**src/rtl/ratio_reducer_n.sv**
```systemverilog
// N-operand digit GCD reducer: operands entered by button, sequential GCD search,
// reduced operands shown on one active-low 7-segment digit, then a GCD countdown.

module ratio_lane (
  input  logic [3:0] op,
  input  logic [3:0] div,
  output logic       ok,
  output logic [3:0] quo
);
  always_comb begin
    ok  = 1'b0;
    quo = '0;
    if (div != 4'd0) begin
      ok  = (op % div) == 4'd0;
      quo = op / div;
    end
  end
endmodule

module ratio_reducer_n #(
  parameter  int N_CH  = 4,
  parameter  int MOD   = 10,
  parameter  int NUM   = 50_000_000,
  localparam int SEL_W = $clog2(N_CH)
) (
  input  logic             clk,
  input  logic             rst_n,
  input  logic [SEL_W-1:0] select,
  input  logic             add,
  input  logic             next,
  input  logic [3:0]       data_in,
  output logic [6:0]       data_out,
  output logic [1:0]       state_out,
  output logic             busy
);
  localparam int             TW    = (NUM > 1) ? $clog2(NUM) : 1;
  localparam logic [TW-1:0]  TLAST = TW'(NUM - 1);
  localparam logic [3:0]     JTOP  = 4'(MOD - 1);
  localparam logic [4:0]     MOD5  = 5'(MOD);

  typedef enum logic [1:0] {SETUP = 2'd0, GCD = 2'd1, RESULT = 2'd2, COUNT = 2'd3} state_t;

  state_t                 state;
  logic [N_CH-1:0][3:0]   op, res, quo;
  logic [N_CH-1:0]        ok;
  logic [3:0]             j, gcd, count, div;
  logic [TW-1:0]          timer;
  logic                   add_q, next_q, add_p, next_p, all_ok;
  logic [SEL_W-1:0]       s;
  logic [4:0]             sum, wrapped;

  function automatic logic [6:0] hex7(input logic [3:0] v);
    case (v)
      4'h0: hex7 = 7'b1000000; 4'h1: hex7 = 7'b1111001;
      4'h2: hex7 = 7'b0100100; 4'h3: hex7 = 7'b0110000;
      4'h4: hex7 = 7'b0011001; 4'h5: hex7 = 7'b0010010;
      4'h6: hex7 = 7'b0000010; 4'h7: hex7 = 7'b1111000;
      4'h8: hex7 = 7'b0000000; 4'h9: hex7 = 7'b0010000;
      4'hA: hex7 = 7'b0001000; 4'hB: hex7 = 7'b0000011;
      4'hC: hex7 = 7'b1000110; 4'hD: hex7 = 7'b0100001;
      4'hE: hex7 = 7'b0000110; default: hex7 = 7'b0001110;
    endcase
  endfunction

  assign add_p     = add & ~add_q;
  assign next_p    = next & ~next_q;
  assign s         = (int'(select) < N_CH) ? select : '0;
  assign sum       = {1'b0, op[s]} + {1'b0, data_in};
  assign wrapped   = sum % MOD5;
  assign all_ok    = &ok;
  assign state_out = state;

  // One divisibility checker per operand, shared by the GCD search (j) and the
  // countdown early-exit test (count).
  assign div = (state == COUNT) ? count : j;

  for (genvar i = 0; i < N_CH; i++) begin : g_lane
    ratio_lane u_lane (.op(op[i]), .div(div), .ok(ok[i]), .quo(quo[i]));
  end

  always_ff @(posedge clk or negedge rst_n) begin
    if (!rst_n) begin
      state    <= SETUP;
      op       <= '0;
      res      <= '0;
      j        <= '0;
      gcd      <= '0;
      count    <= '0;
      timer    <= '0;
      busy     <= 1'b0;
      add_q    <= 1'b0;
      next_q   <= 1'b0;
      data_out <= 7'b1000000;
    end else begin
      add_q  <= add;
      next_q <= next;
      case (state)
        SETUP: begin
          data_out <= hex7(op[s]);
          if (add_p) op[s] <= wrapped[3:0];
          if (next_p) begin
            state <= GCD;
            j     <= JTOP;
            busy  <= 1'b1;
          end
        end
        GCD: begin
          if (all_ok) begin
            gcd   <= j;
            res   <= quo;
            busy  <= 1'b0;
            state <= RESULT;
          end else begin
            j <= j - 4'd1;
          end
        end
        RESULT: begin
          data_out <= hex7(res[s]);
          if (next_p) begin
            count <= gcd;
            timer <= '0;
            state <= COUNT;
          end
        end
        default: begin
          data_out <= hex7(count);
          // count is never 0 while here, so all_ok alone qualifies the early exit
          if (next_p && all_ok) begin
            state <= SETUP;
          end else if (timer == TLAST) begin
            timer <= '0;
            count <= count - 4'd1;
            if (count == 4'd1) state <= SETUP;
          end else begin
            timer <= timer + TW'(1);
          end
        end
      endcase
    end
  end
endmodule
```
**config.mk**
```make
export PLATFORM = sky130hd
export DESIGN_NAME = ratio_reducer_n
export DESIGN_NICKNAME = d
export VERILOG_FILES = /design/src/rtl/ratio_reducer_n.sv
export SDC_FILE = /design/constraint.sdc
export NUM_CORES = 1
export LEC_CHECK = 0
export CAP_MARGIN = 0
export CORE_AREA = 2 2 125 127
export DETAILED_ROUTE_END_ITERATION = 8
export DIE_AREA = 0 0 127 129
export PLACE_DENSITY = 0.64
export SLEW_MARGIN = 5
export SYNTH_ARGS = -nofsm -noshare
export SYNTH_HDL_FRONTEND = slang
export SYNTH_SLANG_ARGS = --single-unit
```
**constraint.sdc**
```tcl
create_clock -name clk -period 8.7 [get_ports clk]
set_clock_uncertainty 0.1 [all_clocks]
set_input_delay 2.61 -clock clk [delete_from_list [all_inputs] [get_ports clk]]
set_output_delay 2.61 -clock clk [all_outputs]
set_load 0.01 [all_outputs]
```
# Word level (Yosys, flattened, before mapping)
# Memories as Yosys holds them, arrays and structs flattened.
# Cells that the tools add are included.
[op_classes]
add_sub_neg = 4
n_eq_ne = 10
bitwise_logic = 5
order_cmp = 2
n_mux = 38
div_mod_pow = 9
n_reduce_logical = 21
multipliers = 0
n_shift = 0
[ops]
columns = ["cell", "count"]
rows = [
  ["26-bit 2-to-1 mux", 3],
  ["4-bit 2-to-1 mux", 13],
  ["26-bit case mux with 2 select lines", 1],
  ["26-bit by 1-bit adder with 26-bit output (second input constant)", 1],
  ["26-bit equality test (second input constant)", 1],
  ["7-bit case mux with 3 select lines", 1],
  ["4-bit binary-select mux with 2-bit select", 2],
  ["16-bit bitwise mux", 1],
  ["4-bit by 4-bit divider with 4-bit output", 4],
  ["4-bit logical NOT", 4],
  ["4-bit by 4-bit remainder unit with 4-bit output", 4],
  ["4-bit case mux with 2 select lines", 2],
  ["2-bit 2-to-1 mux", 6],
  ["5-bit AND reduction", 2],
  ["5-bit nonzero test", 2],
  ["3-bit AND reduction", 3],
  ["4-bit demux with 2-bit select", 1],
  ["2-bit inequality test (second input constant)", 4],
  ["4-bit AND reduction", 2],
  ["4-bit by 1-bit subtractor with 4-bit output (second input constant)", 2],
  ["1-bit 2-to-1 mux", 6],
  ["2-bit case mux with 3 select lines", 1],
  ["4-bit by 4-bit adder with 5-bit output", 1],
  ["5-bit by 4-bit remainder unit with 5-bit output (second input constant)", 1],
  ["other kinds (15)", 21],
]
[totals]
out_inout_bits = 10
mem_bits_rw = 0
ff_bits = 82
latchBits = 0
word_cells = 109
n_memories = 3
in_bits = 10
mem_bits_ro = 336
[mem_list]
columns = ["name", "words", "width", "read_ports", "rd_ports_with_merged_regs", "wr", "line", "source"]
rows = [
  ["(name not given)", 16, 7, 1, 0, 0, "53", "case (v)"],
  ["(name not given)", 16, 7, 1, 0, 0, "53", ""],
  ["(name not given)", 16, 7, 1, 0, 0, "53", ""],
]

# Depth between registers and ports, before layout
# Gate-level depths: netlist (run 1).
[logic_depth]
ltp_word = 9
mapped_depth = 31
mapped_depth_nobuf = 27

# Cells and area by module
# From an unflattened synthesis (run 1), not the netlist that was laid out.
[hier_totals]
hier_cells = 792
area_unflattened_um2 = 7181.9
[by_module_without_submodules]
columns = ["mod", "area_per_inst_um2", "instances", "cells_each"]
rows = [
  ["ratio_reducer_n", 5144.9, 1, 524],
  ["ratio_lane", 509.2, 4, 67],
]

# Worst setup path after synthesis (run 1)
# No wires, ideal clock.
[synth_path]
path_kind = "input to register"
startpoint = "in select[1]"
endpoint = "reg op[3] (netlist name)"
slack_ps = 2219
path_buffers = 1
setup_ps = 125
arrival_time_ps = 6256
cell_stages = 19
path_cell_list = "buf_1 mux4_2 ha_1 a21o_1 a21oi_1 xnor2_1 inv_1 ha_1 o21ai_0 xnor2_1 ha_1 nor2_1 nand2_1 a21oi_1 o211ai_1 o21ai_0 nor2_1 xor2_1 mux2_2"
[synth_via]
elab_chain_cells = 5
elab_cells_between_ends = 10
cone_classes = "add/sub: 1; div: 1; order compare: 2; mux: 5; reduce/logical: 1"
[synth_rtl]
columns = ["item", "line", "source"]
rows = [
  ["start, declared", "28", "input logic [SEL_W-1:0] select,"],
  ["4-bit binary-select mux with 2-bit select (tied with other cells)", "68", "assign sum = {1'b0, op[s]} + {1'b0, data_in};"],
  ["4-bit 2-to-1 mux (implied by the code) / 1-bit logical AND (equally long branches)", "68, 100", ""],
  ["4-bit by 4-bit adder with 5-bit output / 4-bit 2-to-1 mux (equally long branches)", "68, 100", ""],
  ["5-bit by 4-bit remainder unit with 5-bit output / 4-bit demux with 2-bit select (equally long branches)", "69, 100", ""],
  ["16-bit bitwise mux *", "100", "if (add_p) op[s] <= wrapped[3:0];"],
  ["end signal, assigned by index", "100", ""],
  ["end, declared", "44", "logic [N_CH-1:0][3:0] op, res, quo;"],
]
# Every way passes the cells marked *; elsewhere a longest branch is shown, timed or not. The select of a mux whose other input is x is not followed.
# A chain may end at the register's enable or synchronous reset.

# Final worst setup path (run 1)
[layout_path]
startpoint = "reg state[0] (netlist: state_out[0])"
endpoint = "reg res[12] (netlist name)"
[layout_via]
elab_chain_cells = 6
elab_cells_between_ends = 19
cone_classes = "div: 5; eq/ne: 2; mux: 6; reduce/logical: 6"
[layout_rtl]
columns = ["item", "line", "source"]
rows = [
  ["start, declared", "43", "state_t state;"],
  ["start signal, assigned", "83", "state <= SETUP;"],
  ["start signal, assigned", "102", "state <= GCD;"],
  ["start signal, assigned", "112", "state <= RESULT;"],
  ["2-bit equality test", "75", "assign div = (state == COUNT) ? count : j;"],
  ["4-bit 2-to-1 mux", "75", ""],
  ["4-bit by 4-bit remainder unit with 4-bit output", "14", "ok = (op % div) == 4'd0;"],
  ["4-bit logical NOT", "14", ""],
  ["1-bit 2-to-1 mux", "13", "if (div != 4'd0) begin"],
  ["5-bit AND reduction (no line)", "--", ""],
  ["end signal, assigned", "110", "res <= quo;"],
  ["end, declared", "44", ""],
]
# Parallel ways exist; a longest one is shown, timed or not.

==> metrics.txt, run 1 <==
status finished, final reports clean; total setup buffers inserted after CTS 0; remaining design rule violation count 0; number of clock sinks 82; antenna violations before repair 0; global-route wire length before repair a little over 30,000 um; library cell used as clock root buffer sky130_fd_sc_hd__clkbuf_16; Post-Synth XOR/XNOR Area 0.01663; nature of the critical path endpoint register; highest clock frequency the design can meet between 100 and 150 MHz; vias after detailed routing ~6,500; met2 routed WL between 8000 and 9000 um; kind of start point of the critical path register; slew margin rel. 0.2955; number of nets in the layout 938; Routed met3 length just under 800 um; post-route clock period utilization 0.9118; clock latency at the later pin of the worst-skew pair 0.35 ns; library cell with the largest summed area after synthesis sky130_fd_sc_hd__dfrtp_1; # placed instances between 1,000 and 1,500; DPL Wire Length 14,020 um; largest net degree at the start of global routing slightly above 80; biggest area contributors in the synthesized netlist sky130_fd_sc_hd__dfrtp_1 (27%), sky130_fd_sc_hd__ha_1 (11%), sky130_fd_sc_hd__o21ai_0 (5.4%); cell area after placement 7640 um2; crit-path max FO 20; number of enable-type register cells in the synthesized netlist 0; share of cells above drive strength 1 0.09408; share of the synthesized area in compound gates (AO/OA/AOI/OAI) 0.2225; pins over their slew limit 0; Hold/Removal Path Class reg2reg; clock-pin slew on the worst setup and hold paths 0.06 ns; Required @ worst endpoint about 8.8 ns; die outline width 127 um; mux contribution to synthesized area 0.1044; unrepaired setup endpoints after global routing no; shortest clock period the worst path allows after layout slightly below 8 ns; post-synthesis net count ~940; post-synthesis register bit count about 80; sequential cell area fraction in the yosys report 0.2785; area of the core between 10,000 and 15,000 um2; number of H-tree levels 3; number of detailed-route iterations in the first pass 5; WS Path Type reg2reg; wire per inst around 18 um; dominant synthesized flop cell sky130_fd_sc_hd__dfrtp_1; share of the synthesized area in the top cell type 0.2749; count of cell types in the netlist 84; Reg area between 2000 and 2500 um2; GRT Util Overall 0.2361; FP Rows 45; post-CTS sizing 0; I/O pins 20; antenna-violating nets left 0; fillers between 1,000 and 1,500; fraction of synthesis flops using an asynchronous set or reset pin 1.000; post-synth design cell area 7373 um2; GR Overflow Total 0; drt via density between 6 and 7; CTS max path bufs 2; Final Hold Viols 0; area added between synthesis and finish 7.772%; worst path arrival time about 8 ns; measured slew at the worst slew-check pin 1.057 ns; cell count after synthesis 857; cts-stage hold buffer count 0; total routed wire length on the met1 layer around 9000 um; final design instance area without fill around 8000 um2; post-synthesis share of cell area spent on full adders, half adders and majority gates 0.1273; non-filler instance count after layout about 1,000; height of the die between 100 and 150 um; initial cell density of the core 0.4923; multi-input combinational cell area ~5000 um2; DR iter-0 viols 616; TritonCTS clock tree yes; cell with the most instances after synthesis sky130_fd_sc_hd__nand2_1; via count of the first global-routing pass about 6,300; Warnings, synthesis 0; TritonCTS buffer count 9; max_cap viols 0; area of the die approximately 16,000 um2; average instance area after synthesis approximately 8.6 um2; port bufs 19; final setup violating endpoints 0; drt total wl about 19,000 um; setup TNS 0 ns; Top Metal Used met4; area fraction in and, or, nand and nor cells after synthesis 0.1965; combinational family with the most area after synthesis compound AO/OA/AOI/OAI gates; synth cell count leaders sky130_fd_sc_hd__nand2_1 (84), sky130_fd_sc_hd__dfrtp_1 (81), sky130_fd_sc_hd__o21ai_0 (79), sky130_fd_sc_hd__ha_1 (67), sky130_fd_sc_hd__nor2_1 (66); GP Congestion 0.9415; antenna diode count 0
[cell families after synthesis]
family,after synthesis
AOI/OAI and AO/OA,253
xor gates and xnor gates,14
adders and majority gates,72
buffers and inverters,92
DFF,82
muxes,58
and+or+nand+nor,286
[metal layers]
layer | up-vias | track usage
met1 | 3195 | 0.3179
met5 | - | 0
met2 | 164 | 0.3972
li1 | 3140 | -
met3 | 23 | 0.02744
met4 | 0 | 0.08145
[sequential cells by signal (all words and copies together), names as in the netlist]
register,cells
timer,26
gcd,4
j,4
busy,1
add_q,1
next_q,1
res,16
data_out,7
op,16
state_out,2
count,4
[cell usage in the layout, fill, tap and decap left out, drive strengths merged, types with 4 or more instances in the layout]
| master | n |
|---|---|
| mux2i | 10 |
| or4 | 8 |
| o31ai | 27 |
| clkdlybuf4s50 | 18 |
| a21o | 10 |
| nor2b | 11 |
| inv | 56 |
| nor3 | 18 |
| fa | 5 |
| a31oi | 10 |
| mux2 | 38 |
| nor2 | 68 |
| a21boi | 4 |
| or3 | 9 |
| o21ai | 92 |
| nand3 | 21 |
| and3 | 17 |
| o21a | 9 |
| xnor2 | 9 |
| dfrtp | 81 |
| o211ai | 6 |
| clkbuf | 11 |
| a21oi | 46 |
| nor4 | 4 |
| mux4 | 10 |
| nand4 | 6 |
| clkinv | 4 |
| xor2 | 5 |
| nand3b | 6 |
| nand2 | 84 |
| buf | 5 |
| nand2b | 15 |
| o41ai | 8 |
| ha | 67 |
| and2 | 8 |
[stage by stage]
stage	setup slack [ns]	utilization	hold slack [ns]
finish	0.7676	0.5306	0.3878
floorplan	2.219	-	0.3371
global route	0.2624	0.5306	0.3983
detailed placement	0.8921	0.5101	0.3749
CTS	0.8816	0.5306	0.3908
global placement	1.115	0.5101	0.3678
[worst max-delay path, cell delays in order, from the launching register on]
cell,delay [ns]
sky130_fd_sc_hd__dfrtp_1,0.44
sky130_fd_sc_hd__ha_1,0.43
sky130_fd_sc_hd__mux2_4,0.41
sky130_fd_sc_hd__nor2_2,0.30
sky130_fd_sc_hd__nand2_1,0.17
sky130_fd_sc_hd__and2_1,0.20
sky130_fd_sc_hd__ha_1,0.31
sky130_fd_sc_hd__nor4b_1,0.36
sky130_fd_sc_hd__nor3_1,0.08
sky130_fd_sc_hd__o21ba_2,0.22
sky130_fd_sc_hd__ha_1,0.35
sky130_fd_sc_hd__nand3_1,0.08
sky130_fd_sc_hd__nor2_1,0.15
sky130_fd_sc_hd__o21a_1,0.24
sky130_fd_sc_hd__mux2_2,0.36
sky130_fd_sc_hd__ha_1,0.31
sky130_fd_sc_hd__and2_1,0.20
sky130_fd_sc_hd__a211oi_2,0.51
sky130_fd_sc_hd__o311ai_0,0.27
sky130_fd_sc_hd__nand3_1,0.13
sky130_fd_sc_hd__nand4_1,0.07
sky130_fd_sc_hd__or4_1,0.82
sky130_fd_sc_hd__nor2_8,0.27
sky130_fd_sc_hd__nand2_1,0.50
sky130_fd_sc_hd__mux2_1,0.51
[cell type report]
| type | count | share of cell area |
|---|---|---|
| clock buffers | 11 | 0.03055 |
| clock inverters | 5 | 0.008030 |
| inverters | 57 | 0.02692 |
| multi-input cells | 683 | 0.6191 |
| flip-flops and latches | 82 | 0.2584 |
| well taps | 188 | 0.02960 |
| repair buffers | 23 | 0.02740 |
[path summary, 6_finish.rpt]
kind | startpoint | endpoint | slack [ns] | cells past startpoint
worst min register to register | res[14] | res[14] | 0.39 | 1
max in group asynchronous | rst_n | timer[20] | 5.47 | 1
worst max-delay path | state_out[0] | res[12] | 0.77 | 24
worst max register to register | state_out[0] | res[12] | 0.77 | 24
min in group asynchronous | rst_n | data_out[5] | 2.33 | 1
worst min-delay path | res[14] | res[14] | 0.39 | 1
Power of run 1 is not shown: default switching activity piles up to over one toggle a cycle in this logic, so the estimate is an artifact.
==> inputs of run 2 (changes only) <==
GPL_TIMING_DRIVEN = 1   (was default)
==> results of run 2 <==
No change in the layout: final DEF, timing and power equal those of run 1.
Power of run 2 is left out for the same reason.
